`src/rtl/multicycle_chunk_adder.sv`:
```
// Multi-cycle unsigned adder: WIDTH-bit operands summed CHUNK bits per clock, LSB chunk first.
// Optional signed-overflow flag is built only when ADDER_OVERFLOW_EN is defined.
module multicycle_chunk_adder #(
    parameter int WIDTH = 32,
    parameter int CHUNK = 8
) (
    input  logic             clk,
    input  logic             reset,
    input  logic             start,
    input  logic [WIDTH-1:0] a,
    input  logic [WIDTH-1:0] b,
    input  logic             carryIn,
    output logic             busy,
    output logic             done,
    output logic [WIDTH-1:0] sum,
    output logic             carryOut,
    output logic             overflow
);
    localparam int STEPS = WIDTH / CHUNK;
    localparam int CW    = (STEPS > 1) ? $clog2(STEPS) : 1;

    localparam logic [1:0] S_IDLE = 2'd0;
    localparam logic [1:0] S_RUN  = 2'd1;
    localparam logic [1:0] S_DONE = 2'd2;

    logic [1:0]       state_q, state_d;
    logic [CW-1:0]    cnt_q, cnt_d;
    logic [WIDTH-1:0] a_q, a_d;
    logic [WIDTH-1:0] b_q, b_d;
    logic             carry_q, carry_d;
    logic [WIDTH-1:0] res_q, res_d;
    logic [WIDTH-1:0] sum_q, sum_d;
    logic             cout_q, cout_d;

    logic [CHUNK-1:0] a_chunk [STEPS];
    logic [CHUNK-1:0] b_chunk [STEPS];
    logic [CHUNK:0]   chunk_sum;
    logic             last_chunk;

    // Slice the latched operands into chunks so the active one is a plain array select.
    genvar gi;
    generate
        for (gi = 0; gi < STEPS; gi++) begin : g_chunk
            assign a_chunk[gi] = a_q[gi*CHUNK +: CHUNK];
            assign b_chunk[gi] = b_q[gi*CHUNK +: CHUNK];
        end
    endgenerate

    assign chunk_sum  = {1'b0, a_chunk[cnt_q]} + {1'b0, b_chunk[cnt_q]}
                      + {{CHUNK{1'b0}}, carry_q};
    assign last_chunk = (cnt_q == CW'(STEPS - 1));

`ifdef ADDER_OVERFLOW_EN
    logic ov_q, ov_d;
    logic ov_chunk;

    // Carry into the MSB is recovered from the MSB's own sum bit and operand bits.
    assign ov_chunk = a_chunk[cnt_q][CHUNK-1] ^ b_chunk[cnt_q][CHUNK-1]
                    ^ chunk_sum[CHUNK-1] ^ chunk_sum[CHUNK];

    always_comb begin
        ov_d = ov_q;
        if (state_q == S_RUN && last_chunk) begin
            ov_d = ov_chunk;
        end
    end

    always_ff @(posedge clk or posedge reset) begin
        if (reset) begin
            ov_q <= 1'b0;
        end else begin
            ov_q <= ov_d;
        end
    end

    assign overflow = ov_q;
`else
    assign overflow = 1'b0;
`endif

    always_comb begin
        state_d = state_q;
        cnt_d   = cnt_q;
        a_d     = a_q;
        b_d     = b_q;
        carry_d = carry_q;
        res_d   = res_q;
        sum_d   = sum_q;
        cout_d  = cout_q;
        case (state_q)
            S_IDLE, S_DONE: begin
                if (start) begin
                    state_d = S_RUN;
                    cnt_d   = '0;
                    a_d     = a;
                    b_d     = b;
                    carry_d = carryIn;
                    res_d   = '0;
                end else begin
                    state_d = S_IDLE;
                end
            end
            S_RUN: begin
                for (int i = 0; i < STEPS; i++) begin
                    if (cnt_q == CW'(i)) begin
                        res_d[i*CHUNK +: CHUNK] = chunk_sum[CHUNK-1:0];
                    end
                end
                carry_d = chunk_sum[CHUNK];
                if (last_chunk) begin
                    state_d = S_DONE;
                    cnt_d   = '0;
                    sum_d   = res_d;
                    cout_d  = chunk_sum[CHUNK];
                end else begin
                    cnt_d   = cnt_q + CW'(1);
                end
            end
            default: begin
                state_d = S_IDLE;
            end
        endcase
    end

    always_ff @(posedge clk or posedge reset) begin
        if (reset) begin
            state_q <= S_IDLE;
            cnt_q   <= '0;
            a_q     <= '0;
            b_q     <= '0;
            carry_q <= 1'b0;
            res_q   <= '0;
            sum_q   <= '0;
            cout_q  <= 1'b0;
        end else begin
            state_q <= state_d;
            cnt_q   <= cnt_d;
            a_q     <= a_d;
            b_q     <= b_d;
            carry_q <= carry_d;
            res_q   <= res_d;
            sum_q   <= sum_d;
            cout_q  <= cout_d;
        end
    end

    assign busy     = (state_q == S_RUN);
    assign done     = (state_q == S_DONE);
    assign sum      = sum_q;
    assign carryOut = cout_q;
endmodule

```
`config.mk`:
```
export PLATFORM = sky130hd
export DESIGN_NAME = multicycle_chunk_adder
export DESIGN_NICKNAME = d
export VERILOG_FILES = /design/src/rtl/multicycle_chunk_adder.sv
export SDC_FILE = /design/constraint.sdc
export NUM_CORES = 1
export LEC_CHECK = 0
export CORE_MARGIN = 1.5
export CORE_UTILIZATION = 50
export CTS_CLUSTER_DIAMETER = 40
export DETAILED_ROUTE_END_ITERATION = 8
export PLACE_DENSITY = 0.77
export SLEW_MARGIN = 20
export SYNTH_ARGS = -nofsm -noshare
export SYNTH_HDL_FRONTEND = slang
export SYNTH_SLANG_ARGS = --single-unit
```
`constraint.sdc`:
```
create_clock -name clk -period 6.7 [get_ports clk]
set_clock_uncertainty 0.2 [all_clocks]
set_input_delay 1.005 -clock clk [delete_from_list [all_inputs] [get_ports clk]]
set_output_delay 1.005 -clock clk [all_outputs]
set_load 0.03 [all_outputs]
```
==> flow_summary.yaml, run 1 <==
die:
  chipHeight_um: 110
  dieArea_um2: 12000
  initial_core_util: 0.517
  floorplan.io_pins: 104
  num_rows: 38
  fp.dieW_um: 110
  coreArea_um2: 11000
clock_network:
  cts_tree: "yes"
  cts_inserted_buffers: 17
  post_cts_resized: 0
  clk-insertion-delay-late_ns: 0.41
  cts_hold_buf: 0
  cts_max_level: 4
  cts.sinks: 126
  clockBufferDepth: 2
  cts-root-buf: "clkbuf_16"
  path_clk_slew_ns: 0.06
  post_cts_buffers: 0
critical_path:
  crit_arrival_ns: 2.35
  crit_path_max_fanout: 12
  rr_endpoint: "sum[4]$_DFFE_PP0P_"
  crit-reg2reg-launch: "cnt_q[1]$_DFFE_PP0P_"
  rr_worst_depth: 9
  critPathLaunchType: "flop"
  r2r_setup_slack_ns: 3.26
  worstSetupEndpointType: "primary output"
  critical_path_class: "flop to primary output"
  crit_required_ns: 5.49
synth:
  avgSynthCellArea_um2: 9.76
  synth_most_common_cell: "nand2_1"
  syn_inst: 582
  ys_ff_latch: 126
  synthesis.nets: 663
  yosysTopAreaCell: "dfrtp_1"
  syn_area_um2: 5680
  synthTopCellsByArea: "dfrtp_1 (55%), nand2_1 (17%), mux4_2 (6.3%), o21ai_0 (4.5%), ha_1 (2.4%)"
  async_reset_ff_frac: 1.00
  synth_edf_count: 0
  yosysWarnings: 0
  ys_seq_area_frac: 0.555
  synth_top_area_frac: 0.555
  synth_flop_cell: "dfrtp_1"
  synthTopCellsByCount: "nand2_1 (252), dfrtp_1 (126), o21ai_0 (51)"
  ys_types: 39
route:
  drt.antenna.violating_nets: 0
  drt_pass1_iterations: 5
  wl_um: 13000
  via_per_inst: 5.37
  vias: 4429
  drtIter0Drc: 241
  route.detailed.drc: 0
  routedWlPerCell_um: 15.8
timing:
  fmax_mhz: 282
  setup_tns_ns: 0
  layout_min_cycle_time_ns: 3.55
  fin_crit_sh: 0.530
  hold_viol_final: 0
  rsz0062_at_grt: "no"
  finalMaxSlewViolations: 0
  tightest_slew_ns: 0.823
  slew_headroom: 0.451
  setup_viol: 0
power:
  p_per_area_nw_per_um2: 600
  sw_frac_of_total: 0.436
  peakVddDrop_mv: 0.350
  power.leakage_nw: 3.46
  pwr-share-clk: 0.191
  combPwrFrac: 0.513
  power.internal_mw: 2.47
  switching_power_mw: 1.92
  seq_power_share: 0.295
hold_path:
  hold_start: "a_q[18]$_DFFE_PP0P_"
  hold_depth: 2
  hold_path.class: "flop to flop"
  whs_endpoint: "a_q[18]$_DFFE_PP0P_"
final_layout:
  multi_input_area_um2: 2340
  drive_gt1_frac: 0.0891
  instances_no_fill: 825
  fill_cells: 874
  finalNetCount: 753
  regArea_um2: 3150
  area_growth_pct: 28.8
  diodes: 0
  utilization: 0.666
global_routing:
  grt_first_pass_wirelength_um: 21800
  antenna_found_initial: 0
  overflow: 0
  grt_max_degree: 84
  grt_pass1_vias: 4569
  track_usage: 0.238
placement:
  dp_cells: 793
  io_buffers: 102
  dp_hpwl_um: 9000
  gp_congestion: 0.949
status:
  status: "finished clean"
flow_run:
  drv_cap: 0
==> routing by layer <==
layer | GRT usage | share of wire
met1 | 0.309 | 0.43
met2 | 0.393 | 0.50
met3 | 0.0528 | 0.046
met4 | 0.0853 | 0.018
met5 | 0 | 0
==> worst max-delay path by stage <==
stage	start	end	slack, ns
finish	state_q[1]$_DFFE_PP0P_	busy	3.15
global route	cnt_q[1]$_DFFE_PP0P_	sum[4]$_DFFE_PP0P_	3.05
CTS	state_q[1]$_DFFE_PP0P_	busy	3.20
detailed placement	cnt_q[1]$_DFFE_PP0P_	res_q[12]$_DFFE_PP0P_	3.32
global placement	cnt_q[1]$_DFFE_PP0P_	sum[12]$_DFFE_PP0P_	3.46
floorplan	reset	a_q[0]$_DFFE_PP0P_	2.14
==> worst max-delay path, cell delays in order, from the launching register on <==
cell	delay, ns
dfrtp_1	0.38
nand2b_1	0.32
inv_1	0.47
clkdlybuf4s50_1	0.77
==> placed cells by master (no fill, tap or decap), types with 3 or more instances in the layout <==
cell,n
mux4_2,16
nand2_1,252
inv_6,6
o21ai_0,51
ha_1,11
mux2i_1,12
o21ai_1,3
a21o_1,4
clkinvlp_4,5
a22o_1,6
a32o_1,3
nor2_1,3
dfrtp_1,126
buf_4,5
clkbuf_16,17
nor3b_1,9
inv_1,7
clkdlybuf4s50_1,102
a21oi_1,12
==> through the flow <==
step	total power [mW]	setup WS, ns	hold WS [ns]	instance area [um^2]
6_report	4.39	3.15	0.272	7320
5_1_grt	4.70	3.05	0.294	7320
4_1_cts	4.39	3.20	0.275	7320
3_5_place_dp	3.53	3.32	0.259	6770
3_3_place_gp	3.44	3.46	0.254	6770
2_1_floorplan	2.84	2.14	0.240	5680
==> flip-flops by register name, indices dropped and copies added, names as in the netlist <==
register  cells
res_q        24
carryOut      1
b_q          32
state_q       2
a_q          32
carry_q       1
cnt_q         2
sum          32
==> final cells by class <==
type	instances	share of cell area
clock inverters	14	0.0149
multi-input cells	411	0.320
repair buffers	107	0.145
flip-flops and latches	126	0.431
inverters	9	0.00530
clock buffers	18	0.0600
well taps	140	0.0239
==> cell families (layout without fill, tap and decap cells) <==
group	after synthesis	count (layout)	share of synthesized area
AND/OR/NAND/NOR	276	276	0.194
flip-flops	126	126	0.555
AO/OA/AOI/OAI	88	88	0.0909
buffers and inverters	45	148	0.0341
multiplexers	28	28	0.0846
adder cells (fa/ha/maj)	13	13	0.0313
XOR/XNOR	5	5	0.00903
other	1	1	0.000660
==> power by group through the flow <==
stage / combinational, mW / clock, mW / sequential, mW
after detailed placement: 2.22 / 0 / 1.31
after global placement: 2.16 / 0 / 1.29
final: 2.25 / 0.839 / 1.30
after global routing: 2.48 / 0.885 / 1.33
after CTS: 2.24 / 0.847 / 1.30
after floorplan: 1.44 / 0 / 1.40
(Power assumes the default switching activity.)
==> inputs of run 2 (changes only) <==
Settings changed: CORE_UTILIZATION 50 to 47, PLACE_DENSITY 0.77 to 0.76.
Clock period 6.7 ns to 3.15 ns, I/O delays scaled along.
==> flow_summary.yaml, run 2 (synthesis results as in run 1) <==
timing:
  fin_crit_sh: 0.934
  tightest_slew_ns: 0.684
  layout_min_cycle_time_ns: 2.94
  hold_viol_final: 0
  setup_tns_ns: 0
  fmax_mhz: 340
  rsz0062_at_grt: "no"
  setup_viol: 0
  slew_headroom: 0.541
  finalMaxSlewViolations: 0
critical_path:
  worstSetupEndpointType: "flop"
  rr_worst_depth: 8
  crit_required_ns: 3.23
  crit-reg2reg-launch: "cnt_q[0]$_DFFE_PP0P_"
  crit_path_max_fanout: 7
  rr_endpoint: "res_q[7]$_DFFE_PP0P_"
  critPathLaunchType: "flop"
  r2r_setup_slack_ns: 0.21
  path_cells: "buf_4 -> mux4_2 -> ha_1 -> a21o_1 -> o21bai_2 -> or3_1 -> nand3_2 -> o21ai_0"
  slowest_stage: "mux4_2"
  critical_path_class: "flop to flop"
  max_stage_delay_ns: 0.51
  crit_arrival_ns: 3.03
die:
  dieArea_um2: 12800
  chipHeight_um: 113
  coreArea_um2: 11600
  floorplan.io_pins: 104
  num_rows: 39
  fp.dieW_um: 113
  initial_core_util: 0.489
power:
  pwr-share-clk: 0.211
  sw_frac_of_total: 0.418
  combPwrFrac: 0.508
  p_per_area_nw_per_um2: 1310
  switching_power_mw: 4.12
  seq_power_share: 0.281
  power.leakage_nw: 3.56
  power.internal_mw: 5.74
  peakVddDrop_mv: 0.661
final_layout:
  final_cell_mix: "nand2_1 (252), dfrtp_1 (125), clkdlybuf4s50_1 (102)"
  area_growth_pct: 32.3
  stdcell_area_um2: 7520
  layout_commonest_cell: "nand2_1"
  diodes: 0
  finalNetCount: 763
  drive_gt1_frac: 0.101
placement:
  dp_hpwl_um: 9070
  gp_congestion: 0.814
  placed_cell_area_um2: 6880
  io_buffers: 102
clock_network:
  cts_max_level: 4
  cts_tree: "yes"
  clockBufferDepth: 2
  cts-root-buf: "clkbuf_16"
  clk-insertion-delay-late_ns: 0.41
  cts.sinks: 126
  cts_hold_buf: 0
  cts_inserted_buffers: 17
  path_clk_slew_ns: 0.06
route:
  drt_pass1_iterations: 5
  wl_um: 13500
  route.detailed.drc: 0
  routedWlPerCell_um: 16.1
  vias: 4463
  drtIter0Drc: 309
  drt.antenna.violating_nets: 0
  via_per_inst: 5.34
global_routing:
  met1_usage: 0.286
  grt_max_degree: 127
  grt_first_pass_wirelength_um: 22200
  antenna_found_initial: 0
  track_usage: 0.225
  overflow: 0
  grt_busiest_layer: "met2"
  grt_pass1_vias: 4528
  met2_usage: 0.387
  met3_usage: 0.0552
hold_path:
  hold_path.class: "flop to flop"
  hold_depth: 2
  whs_endpoint: "a_q[5]$_DFFE_PP0P_"
  hold_start: "a_q[5]$_DFFE_PP0P_"
flow_run:
  drv_cap: 0
status:
  status: "finished clean"
-- run 2: cell types whose count changed in the layout (fill, tap and decap cells not counted) --
cell / delta
inv_6: -6
dfrtp_1: -1
clkinvlp_4: -2
bufinv_16: +4
dfrtp_2: +1
buf_4: +7
clkbuf_8: +2
buf_12: +3
-- run 2: per-stage QoR --
stage | power, mW | cells | utilization | setup slack, ns | hold WS (ns)
floorplan | 6.04 | 582 | - | 0.174 | 0.240
global placement | 7.55 | 805 | 0.592 | 0.145 | 0.253
detailed placement | 7.71 | 805 | 0.592 | 0.0652 | 0.257
CTS | 9.86 | 835 | 0.646 | 0.0455 | 0.271
global route | 10.5 | 836 | 0.647 | 0.0118 | 0.285
finish | 9.86 | 836 | 0.647 | 0.207 | 0.272
-- run 2: power groups by stage --
stage | Clock, mW | Sequential, mW | Combinational (mW)
CTS | 2.09 | 2.78 | 4.99
detailed placement | 0 | 2.79 | 4.92
floorplan | 0 | 2.98 | 3.06
finish | 2.08 | 2.77 | 5.01
global placement | 0 | 2.75 | 4.80
global route | 2.17 | 2.85 | 5.46
-- run 2: worst max-delay path by stage --
stage | start | end | slack, ns | cells past startpoint
after floorplan | cnt_q[0]$_DFFE_PP0P_ | sum[15]$_DFFE_PP0P_ | 0.17 | 9
after global placement | cnt_q[0]$_DFFE_PP0P_ | sum[7]$_DFFE_PP0P_ | 0.15 | 8
after detailed placement | cnt_q[0]$_DFFE_PP0P_ | res_q[7]$_DFFE_PP0P_ | 0.07 | 8
after CTS | cnt_q[0]$_DFFE_PP0P_ | res_q[7]$_DFFE_PP0P_ | 0.05 | 8
after global routing | cnt_q[0]$_DFFE_PP0P_ | res_q[23]$_DFFE_PP0P_ | 0.01 | 8
final | cnt_q[0]$_DFFE_PP0P_ | res_q[7]$_DFFE_PP0P_ | 0.21 | 8
-- run 2: timing repair --
item / in CTS / in global routing
setup endpoints to repair: 0 / 26
gates resized for setup: 0 / 1
setup buffers: 0 / 1
-- run 2: cell type report --
cell class                      instances  area, um^2
Tap cell                              143         179
Fill cell                             919        4100
Clock inverter                         10         163
Timing Repair Buffer                  117        1170
Sequential cell                       126        3150
Multi-Input combinational cell        411        2340
Clock buffer                           20         467
Inverter                                9        37.5
-- run 2: layer usage --
metal	up-vias	wire (um)
met2	146	6940
met4	0	153
met1	2190	5710
li1	2112	-
met3	15	704
met5	-	0
-- run 2: worst max-delay path, delay by kind of cell (launching register included) --
kind                     cells  cell delay [ns]
AND/OR/NAND/NOR              2             0.53
AO/OA/AOI/OAI                3             0.54
multiplexers                 1             0.51
adder cells (fa/ha/maj)      1             0.35
buffers and inverters        1             0.20
flip-flops                   1             0.47
==> patch: new RTL, settings of run 2 <==
`CHUNK`: 8 -> 4.
--- a/src/rtl/multicycle_chunk_adder.sv
+++ b/src/rtl/multicycle_chunk_adder.sv
@@ -3,5 +3,5 @@
 module multicycle_chunk_adder #(
     parameter int WIDTH = 32,
-    parameter int CHUNK = 8
+    parameter int CHUNK = 4
 ) (
     input  logic             clk,
Formal check against the unedited RTL: not equivalent (a bounded check fails within 10 cycles, from zero or initial values and one cycle with reset high).
==> patch against run 2 <==
  * Via count rose by 5.1%
  * Total power rose by 1.5%
  * Global-route usage rose by 0.076 points
  * Fmax fell by 1.1%
  * Worst setup slack got worse by 32 ps
  * Critical path type unchanged
  * Critical endpoint is now sum[3]
  * Final area rose by 4.6%
  * Cell count rose by 9.2%
  * Sequential cell count rose by 5
  * Area after synthesis rose by 4.7%
  * Highest routed layer unchanged
  * Die area rose by 4.6%
  * Wire length rose by 3.4%
==> patch: results (changes against run 2) <==
stage	metric	value	unit	change
grt	met1_usage	29.43	%	+0.82 points
power_and_ir_drop	cellPowerDensity	1273	nW/um2	-3.0%
synth	synth_area_leaders	dfrtp_1 55%, nand2_1 18%, mux4_2 6.1%		
detailed_routing	wl_met3	677	um	-3.8%
detailed_routing	first_pass_iters	4		-1
outcome	status	completed		
power_and_ir_drop	p_leak	3.768	nW	+5.8%
finish	layout-drive-gt1-share	13.15	%	+3.1 points
sta	whs	270.6	ps	-0.9070 ps
finish	multi_input_area_share	31.70	%	+0.51 points
finish	nNonClkInverters	8		-1
synth	syn_avg_cell_area	9.491	um2	-2.8%
placed_design	dpl_cell_area	7226	um2	+5.1%
grt	met2_usage	37.91	%	-0.83 points
synth	ys_types	35		-10%
floorplanning	num_tap_cells	168		+17%
finish	seq_cells	131		+4.0%
finish	num-multi-input-gates	448		+9.0%
setup_path	reg2reg_to	sum[3]		
finish	non_clock_buffer_area_share	15.96	%	+0.38 points
sta	worst_pin_slew	599.5	ps	-84.48 ps
finish	final-instance-count-excl-fill	913		+9.2%
grt	grt_max_degree	68		-46%
grt	grt_pass1_vias	4729		+4.4%
finish	final_nets	811		+6.3%
synth	syn_nets	706		+6.5%
setup_path	crit_arrival	3110	ps	+80 ps
placed_design	preCtsSetupSlack	41.46	ps	-23.75 ps
finish	clock_cell_area_share	7.528	%	-0.85 points
power_and_ir_drop	irDropWorstVdd	0.6946	mV	+5.1%
setup_path	path_delay_family	simple AND/OR/NAND/NOR gates		
placed_design	place.gp.congestion	0.8285		+1.8%
detailed_routing	wl	13960	um	+3.4%
placed_design	hpwlAfterDp	9536	um	+5.2%
[patch: how the worst max path moves through the flow]
stage / to / slack, ps
after global routing: sum[3] / 20
after global placement: res_q[6] / 120
after detailed placement: res_q[18] / 40
after floorplan: res_q[6] / 30
final: sum[3] / 180
after CTS: res_q[18] / 8
[patch: kinds of logic after synthesis]
| group | count (synthesis) | synth area share, % |
|---|---|---|
| AO/OA/AOI/OAI | 82 | 8.032 |
| XOR/XNOR | 1 | 0.1472 |
| flip-flops | 131 | 55.09 |
| AND/OR/NAND/NOR | 316 | 20.77 |
| buffers and inverters | 48 | 3.617 |
| other | 1 | 0.06302 |
| adder cells (fa/ha/maj) | 11 | 2.565 |
| multiplexers | 37 | 9.714 |
[patch: where the power goes]
group          switching (mW)  leakage, nW  internal [mW]
logic                    2.95         1.86           2.17
clock network           0.763        0.279           1.19
registers               0.466         1.63           2.46
total                    4.18         3.77           5.82
[patch: repair_timing]
item,CTS,global route
endpoints found under the setup margin,0,29
resized for setup,0,7
buffers inserted,0,4
